## config.mk

```make
export PLATFORM = sky130hd
export DESIGN_NAME = alu_ctrl_seq
export DESIGN_NICKNAME = d
export VERILOG_FILES = /design/src/rtl/alu_ctrl_pkg.sv /design/src/rtl/alu_ctrl_seq_decode.sv /design/src/rtl/alu_ctrl_seq.sv
export SDC_FILE = /design/constraint.sdc
export NUM_CORES = 1
export LEC_CHECK = 0
export CORE_MARGIN = 1.5
export CORE_UTILIZATION = 35
export CTS_BUF_LIST = sky130_fd_sc_hd__clkbuf_8
export DETAILED_ROUTE_END_ITERATION = 8
export PLACE_DENSITY = 0.66
export SLEW_MARGIN = 25
export SYNTH_ARGS = -nofsm -noshare
export SYNTH_HDL_FRONTEND = slang
export SYNTH_SLANG_ARGS = --single-unit
```

## constraint.sdc

```tcl
create_clock -name Clock -period 2.05 [get_ports Clock]
set_clock_uncertainty 0.05 [all_clocks]
set_input_delay 0.5125 -clock Clock [delete_from_list [all_inputs] [get_ports Clock]]
set_output_delay 0.5125 -clock Clock [all_outputs]
set_load 0.005 [all_outputs]
```

## src/rtl/alu_ctrl_pkg.sv

```systemverilog
// Shared ALU control codes, funct encodings and sequencer state encoding
// for the MIPS ALU control block.
package alu_ctrl_pkg;

    localparam logic [5:0] ALU_ADD  = 6'h00;
    localparam logic [5:0] ALU_SUB  = 6'h01;
    localparam logic [5:0] ALU_MULT = 6'h02;
    localparam logic [5:0] ALU_DIV  = 6'h03;
    localparam logic [5:0] ALU_OR   = 6'h04;
    localparam logic [5:0] ALU_AND  = 6'h05;
    localparam logic [5:0] ALU_NOT  = 6'h06;
    localparam logic [5:0] ALU_SLT  = 6'h07;
    localparam logic [5:0] ALU_SLE  = 6'h24;
    localparam logic [5:0] ALU_SGE  = 6'h25;

    localparam logic [5:0] F_ADD  = 6'h00;
    localparam logic [5:0] F_SUB  = 6'h01;
    localparam logic [5:0] F_MULT = 6'h02;
    localparam logic [5:0] F_DIV  = 6'h03;
    localparam logic [5:0] F_OR   = 6'h04;
    localparam logic [5:0] F_AND  = 6'h05;
    localparam logic [5:0] F_NOT  = 6'h06;
    localparam logic [5:0] F_SLT  = 6'h07;
    localparam logic [5:0] F_SLE  = 6'h24;
    localparam logic [5:0] F_SGE  = 6'h25;

    typedef enum logic {
        IDLE = 1'b0,
        RUN  = 1'b1
    } state_t;

endpackage

```

## src/rtl/alu_ctrl_seq_decode.sv

```systemverilog
// Combinational resolution of (ALU_Op, Funct, Sinal) into an ALU control code,
// an illegal-funct flag and a multi-cycle classification.
module alu_funct_decode
    import alu_ctrl_pkg::*;
#(
    parameter int CTRL_W  = 6,
    parameter int FUNCT_W = 6
) (
    input  logic               alu_op,
    input  logic [FUNCT_W-1:0] funct,
    input  logic [CTRL_W-1:0]  sinal,
    output logic [CTRL_W-1:0]  code,
    output logic               illegal,
    output logic               is_multi
);

    // Full-width compare: any set bit above bit 5 misses every item.
    always_comb begin
        code    = '0;
        illegal = 1'b0;
        if (alu_op) begin
            case (funct)
                FUNCT_W'(F_ADD):  code = CTRL_W'(ALU_ADD);
                FUNCT_W'(F_SUB):  code = CTRL_W'(ALU_SUB);
                FUNCT_W'(F_MULT): code = CTRL_W'(ALU_MULT);
                FUNCT_W'(F_DIV):  code = CTRL_W'(ALU_DIV);
                FUNCT_W'(F_OR):   code = CTRL_W'(ALU_OR);
                FUNCT_W'(F_AND):  code = CTRL_W'(ALU_AND);
                FUNCT_W'(F_NOT):  code = CTRL_W'(ALU_NOT);
                FUNCT_W'(F_SLT):  code = CTRL_W'(ALU_SLT);
                FUNCT_W'(F_SLE):  code = CTRL_W'(ALU_SLE);
                FUNCT_W'(F_SGE):  code = CTRL_W'(ALU_SGE);
                default:          illegal = 1'b1;
            endcase
        end else begin
            code = sinal;
        end
    end

    assign is_multi = (code == CTRL_W'(ALU_MULT)) || (code == CTRL_W'(ALU_DIV));

endmodule

```

## src/rtl/alu_ctrl_seq.sv

```systemverilog
// Registered ALU control with issue handshake; mult/div hold the code and
// stall the pipeline for a configurable number of cycles.
module alu_ctrl_seq
    import alu_ctrl_pkg::*;
#(
    parameter int CTRL_W      = 6,
    parameter int FUNCT_W     = 6,
    parameter int MULT_CYCLES = 4,
    parameter int DIV_CYCLES  = 8
) (
    input  logic               Clock,
    input  logic               Reset,
    input  logic               Issue,
    input  logic               ALU_Op,
    input  logic [FUNCT_W-1:0] Funct,
    input  logic [CTRL_W-1:0]  Sinal,
    output logic [CTRL_W-1:0]  ALU_Ctrl,
    output logic               Busy,
    output logic               Stall,
    output logic               Done,
    output logic               Illegal
);

    localparam int MAX_LAT = (MULT_CYCLES > DIV_CYCLES) ? MULT_CYCLES : DIV_CYCLES;
    localparam int CNT_W   = (MAX_LAT > 2) ? $clog2(MAX_LAT) : 1;

    logic [CTRL_W-1:0] code;
    logic              illegal;
    logic              is_multi;
    logic              accept;
    logic [CNT_W-1:0]  lat_m1;
    state_t            state, state_nx;
    logic [CNT_W-1:0]  cnt, cnt_nx;
    logic              done_r;
    logic              ill_r;

    alu_funct_decode #(
        .CTRL_W  (CTRL_W),
        .FUNCT_W (FUNCT_W)
    ) u_dec (
        .alu_op   (ALU_Op),
        .funct    (Funct),
        .sinal    (Sinal),
        .code     (code),
        .illegal  (illegal),
        .is_multi (is_multi)
    );

    assign accept = Issue && (state == IDLE);
    assign lat_m1 = (code == CTRL_W'(ALU_DIV)) ? CNT_W'(DIV_CYCLES - 1)
                                               : CNT_W'(MULT_CYCLES - 1);

    always_ff @(posedge Clock) begin
        if (Reset) begin
            state    <= IDLE;
            cnt      <= '0;
            ALU_Ctrl <= '0;
            done_r   <= 1'b0;
            ill_r    <= 1'b0;
        end else begin
            state  <= state_nx;
            cnt    <= cnt_nx;
            done_r <= accept && !is_multi;
            ill_r  <= accept && illegal;
            if (accept)
                ALU_Ctrl <= code;
        end
    end

    // Counter holds LAT-k during RUN cycle k, so zero marks the last cycle.
    always_comb begin
        state_nx = state;
        cnt_nx   = cnt;
        case (state)
            IDLE: begin
                if (accept && is_multi) begin
                    state_nx = RUN;
                    cnt_nx   = lat_m1;
                end
            end
            RUN: begin
                if (cnt == '0)
                    state_nx = IDLE;
                else
                    cnt_nx = cnt - 1'b1;
            end
            default: begin
                state_nx = IDLE;
                cnt_nx   = '0;
            end
        endcase
    end

    assign Busy    = (state == RUN);
    assign Stall   = Busy;
    assign Done    = done_r || ((state == RUN) && (cnt == '0));
    assign Illegal = ill_r;

endmodule

```

Yosys cells after proc, flatten, opt, wreduce, memory -nomap -nowiden:

Index checks and enable logic that the tools add are counted.

* register bits: 12
* word-level logic and storage cells: 43

* add/sub/neg operators: 1
* equality and inequality tests: 13
* multiplexer cells: 11
* bitwise gates (word level): 1
* reduce and logical (&&, ||, !) cells: 12

Operators by type and width (count)
* $pmux 6 s9: 1
* $eq 6x2->1 const B: 4
* $eq 6x3->1 const B: 4
* $eq 6x6->1 const B: 2
* $reduce_or 10->1: 1
* $mux 3: 3
* $eq 6x1->1 const B: 1
* $logic_not 6->1: 1
* $mux 6: 1
* $pmux 3 s2: 1
* $logic_and 1x1->1: 5
* $mux 1: 4
* $logic_not 3->1: 1
* $sub 3x1->3 const B: 1
* $logic_or 1x1->1: 2
* $ne 2x1->1 const B: 1
* $ne 2x2->1 const B: 1
* $pmux 1 s2: 1
* $reduce_and 2->1: 1
* $logic_not 1->1: 1
* $not 1->1: 1

Depth between registers and ports, before layout:

* depth in word-level cells: 8
* mapped depth: 6

By module:

From an unflattened synthesis, not the netlist that was laid out.

* cells, all modules: 72
* area, all modules: 698.2 sq um

Modules (own cells, without submodules)
* alu_ctrl_seq: times used 1, cells each 51, area an instance 539.3 sq um, sequential area each 240.2 sq um
* alu_funct_decode: times used 1, cells each 21, area an instance 158.9 sq um, sequential area each 0.0 sq um

Least setup slack after synthesis:

Ideal clock, no wire load.

* kind: input port to flip-flop
* start point: input port Funct[3]
* end point: register cnt[2]
* library setup time: 0.070 ns
* arrival: 1.793 ns
* data required time: 1.930 ns
* slack: 0.137 ns
* cell stages on the path: 5
* path through: or3_4 > or3_4 > and2_4 > o31a_1 > o2bb2ai_1

* longest elaborated chain between the ends: 8

Ends and longest elaborated chain
* start, declared: RTL line alu_ctrl_seq.sv:15 `input logic [FUNCT_W-1:0] Funct,`
* $eq 6x6->1, or another cell as far along: RTL line alu_ctrl_seq_decode.sv:22 `case (funct)`
* $pmux 6 s9 (*): RTL line alu_ctrl_seq_decode.sv:22
* $mux 6 (*): RTL line alu_ctrl_seq_decode.sv:21 `if (alu_op) begin`
* $eq 6x2->1, on equally long branches: RTL line alu_ctrl_seq_decode.sv:40, alu_ctrl_seq.sv:50
* $logic_or 1x1->1: RTL line alu_ctrl_seq_decode.sv:40 `assign is_multi = (code == CTRL_W'(ALU_MULT)) || (code == CTRL_W'(ALU_DIV));`
* $logic_and 1x1->1: RTL line alu_ctrl_seq.sv:76 `if (accept && is_multi) begin`
* $ne 2x1->1 (no source line)
* $reduce_and 2->1 (no source line)
* end signal, assigned: RTL line alu_ctrl_seq.sv:62 `cnt <= cnt_nx;`
* end, declared: RTL line alu_ctrl_seq.sv:33 `logic [CNT_W-1:0] cnt, cnt_nx;`

Mark *: on every way between the ends. The rest lies on a longest branch, timed or not. The select of a mux whose other input is x is not followed.
A chain may end at the register's enable or synchronous reset.

Final worst setup path:

* start point: register cnt[0]
* end point: output port Done

* longest elaborated chain between the ends: 3

Ends and longest elaborated chain
* $logic_not 3->1: RTL line alu_ctrl_seq.sv:96 `assign Done = done_r || ((state == RUN) && (cnt == '0));`
* $logic_and 1x1->1: RTL line alu_ctrl_seq.sv:96
* $logic_or 1x1->1: RTL line alu_ctrl_seq.sv:96
* end, declared: RTL line alu_ctrl_seq.sv:20 `output logic Done,`

Every way passes these cells.

==> impl_results.md <==
* Fraction of layout cells with a size suffix above 1 at 0.174
* P_leak at between 0.0003 and 0.0004 uW
* GRT Util Overall at 0.164
* Mapped cell area at 622 um^2
* Hpwl dp at 1090 um
* Initial antenna violation count at 0
* IO Port Bufs at 25
* Peak Freq at 0.504 GHz
* Total power at roughly 600 uW
* Switch Pwr at 129 uW
* Gate count after technology mapping at 76
* Seq pwr share at 0.409
* CTS root buf: clkbuf_8
* Syn nets at 94
* CP arrival at 1420 ps
* Routed length per instance at 11.3 um
* Row count at 15
* Vias/cell at 5.09
* Postcts setup bufs at 0
* Hold_buf cts at 0
* Die height at 45.2 um
* Fillers at roughly 160
* Hold WC Path Type: flop to flop
* CTS Buffer Depth at 2
* Pwr/cell area at 604 nW/um^2
* Post-synth EDFFs at 0
* Commonest non-fill, non-tap cell in the layout: clkdlybuf4s50_1
* Final worst path period share at 0.967
* Clock Sinks at 12
* Routed Antenna Nets at 0
* Layout area overhead at 60.8%
* Worst endpoint required time at about 1500 ps
* Register area at 243 um^2
* Count of final hold-check violations at 0
* CP endpoint kind: output pin
* Via count at around 640
* Drt drc at 0
* Reg clk slew, reported paths at 50 ps
* Final #Nets at between 100 and 150
* Final min period at 1980 ps
* Mean Syn Cell Area at 8.18 um^2
* Ys async rst share at 0
* Synth warn at 0
* Post-route setup slack at 67.1 ps
* Seq/Total Area, Yosys at 0.386
* Io pins at 26
* Clock power share at 0.425
* TritonCTS Buffers at 3
* Setup-failing EPs final at 0
* Gpl congestion at 0.760
* Drt pass-1 iters at 4
* Combinational power share at 0.166
* Setup CP Type: flop to output pin
* Peak fanout along the critical path at 3
* Die Span X at ~45 um
* Iteration-0 DRC Markers at 4
* Slew margin rel. at 0.739
* Max Cap Viol at 0
* H-tree levels at 1
* Ant diodes at 0
* Outcome: completed
* Global-route wire length before repair at 2430 um
* Leading cell types in the layout, fill and taps excluded: clkdlybuf4s50_1 (22), dfxtp_1 (10), nor2_1 (9)
* Grt ovf at 0
* Area of the multi-input gates at approximately 350 um^2
* Number of global-route vias before repair at ~600
* Main flop type after synthesis: dfxtp_1
* Yosys reg bits at 12
* Clk Latency, worst-skew pair at 240 ps
* Largest net degree at the start of global routing at 11
* Dpl ws at -346 ps
* Startpoint Class: flop
* Core ar. at 1690 um^2
* Number of distinct library cells after synthesis at 30
* P_int at 475 uW
* Starting Density at 0.368
* RSZ-0062 raised after global routing: no
* CTS tree: done
* Min Hold Slack at 387 ps
* Switching share of power at 0.213
* Die footprint at around 2000 um^2
* Final wirelength at 1430 um
* Slew Viols, Final at 0
* Maximum VDD drop at 0.407 mV
* Worst-margin pin slew at 391 ps
## critical path, stage by stage, from the launching register on
cell	delay [ps]
dfxtp_2	340
inv_1	60
ha_1	210
a21o_1	150
clkdlybuf4s50_1	430
## Yosys cell counts, types with 2 or more instances
master | number | area share
dfxtp_1 | 12 | 0.39
nor2_1 | 9 | 0.054
nand2_1 | 8 | 0.048
inv_1 | 5 | 0.030
a21oi_1 | 4 | 0.032
nor2b_1 | 4 | 0.040
clkbuf_1 | 3 | 0.018
nand2b_1 | 3 | 0.030
a211oi_1 | 2 | 0.024
a311oi_1 | 2 | 0.028
ha_1 | 2 | 0.040
nand3b_1 | 2 | 0.024
nand4_1 | 2 | 0.020
or3_4 | 2 | 0.036
## stage by stage
| stage | utilization | std cells | TNS, ps | cell area (um^2) |
|---|---|---|---|---|
| after floorplan | - | 76 | 0 | 622 |
| after global placement | 0.553 | 122 | -1130 | 935 |
| after detailed placement | 0.553 | 122 | -1240 | 935 |
| after CTS | 0.584 | 126 | 0 | 987 |
| after global routing | 0.592 | 126 | 0 | 1000 |
| final | 0.592 | 126 | 0 | 1000 |
## what timing repair did
item	4_1_cts	5_1_grt
gates resized for setup	2	4
pin swaps	3	1
endpoints found under the setup margin	3	4
## worst paths after layout
path                from     end  slack (ps)  cells past startpoint
setup / recovery  cnt[0]    Done          70                      4
hold / removal    cnt[0]  cnt[0]         390                      1
setup reg to reg  cnt[0]  cnt[1]         620                      5
hold reg to reg   cnt[0]  cnt[0]         390                      1
## power groups by stage
stage / Combinational (uW) / Sequential, uW / Clock [uW]
final: 100 / 247 / 257
after global routing: 111 / 248 / 276
after CTS: 100 / 247 / 262
after detailed placement: 100 / 251 / 0
after global placement: 100 / 251 / 0
after floorplan: 34.5 / 252 / 0
## cell families after synthesis
logic type	Yosys count	synth area share
simple gates	35	0.306
flops	12	0.386
compound gates	18	0.207
buf+inv	9	0.0604
fa+ha+maj	2	0.0402
## registers in the layout, summed over array words and instances (netlist names)
register	cells
Illegal	1
done_r	1
Busy	1
ALU_Ctrl	6
cnt	3
## cell type report
cell class,instances,share of cell area
Timing Repair Buffer,33,0.310
Sequential cell,12,0.243
Multi-Input combinational cell,55,0.352
Clock buffer,4,0.0551
Tap cell,17,0.0213
Inverter,5,0.0188
## metal layers
| layer | track usage | wire (um) | part of all wire | up-vias |
|---|---|---|---|---|
| li1 | - | - | - | 334 |
| met5 | 0 | 0 | 0 | - |
| met2 | 0.271 | 685 | 0.48 | 18 |
| met3 | 0.0360 | 51 | 0.036 | 2 |
| met4 | 0.0706 | 14 | 0.0098 | 0 |
| met1 | 0.203 | 674 | 0.47 | 287 |
Note: power is estimated with default switching activity, not from simulation.
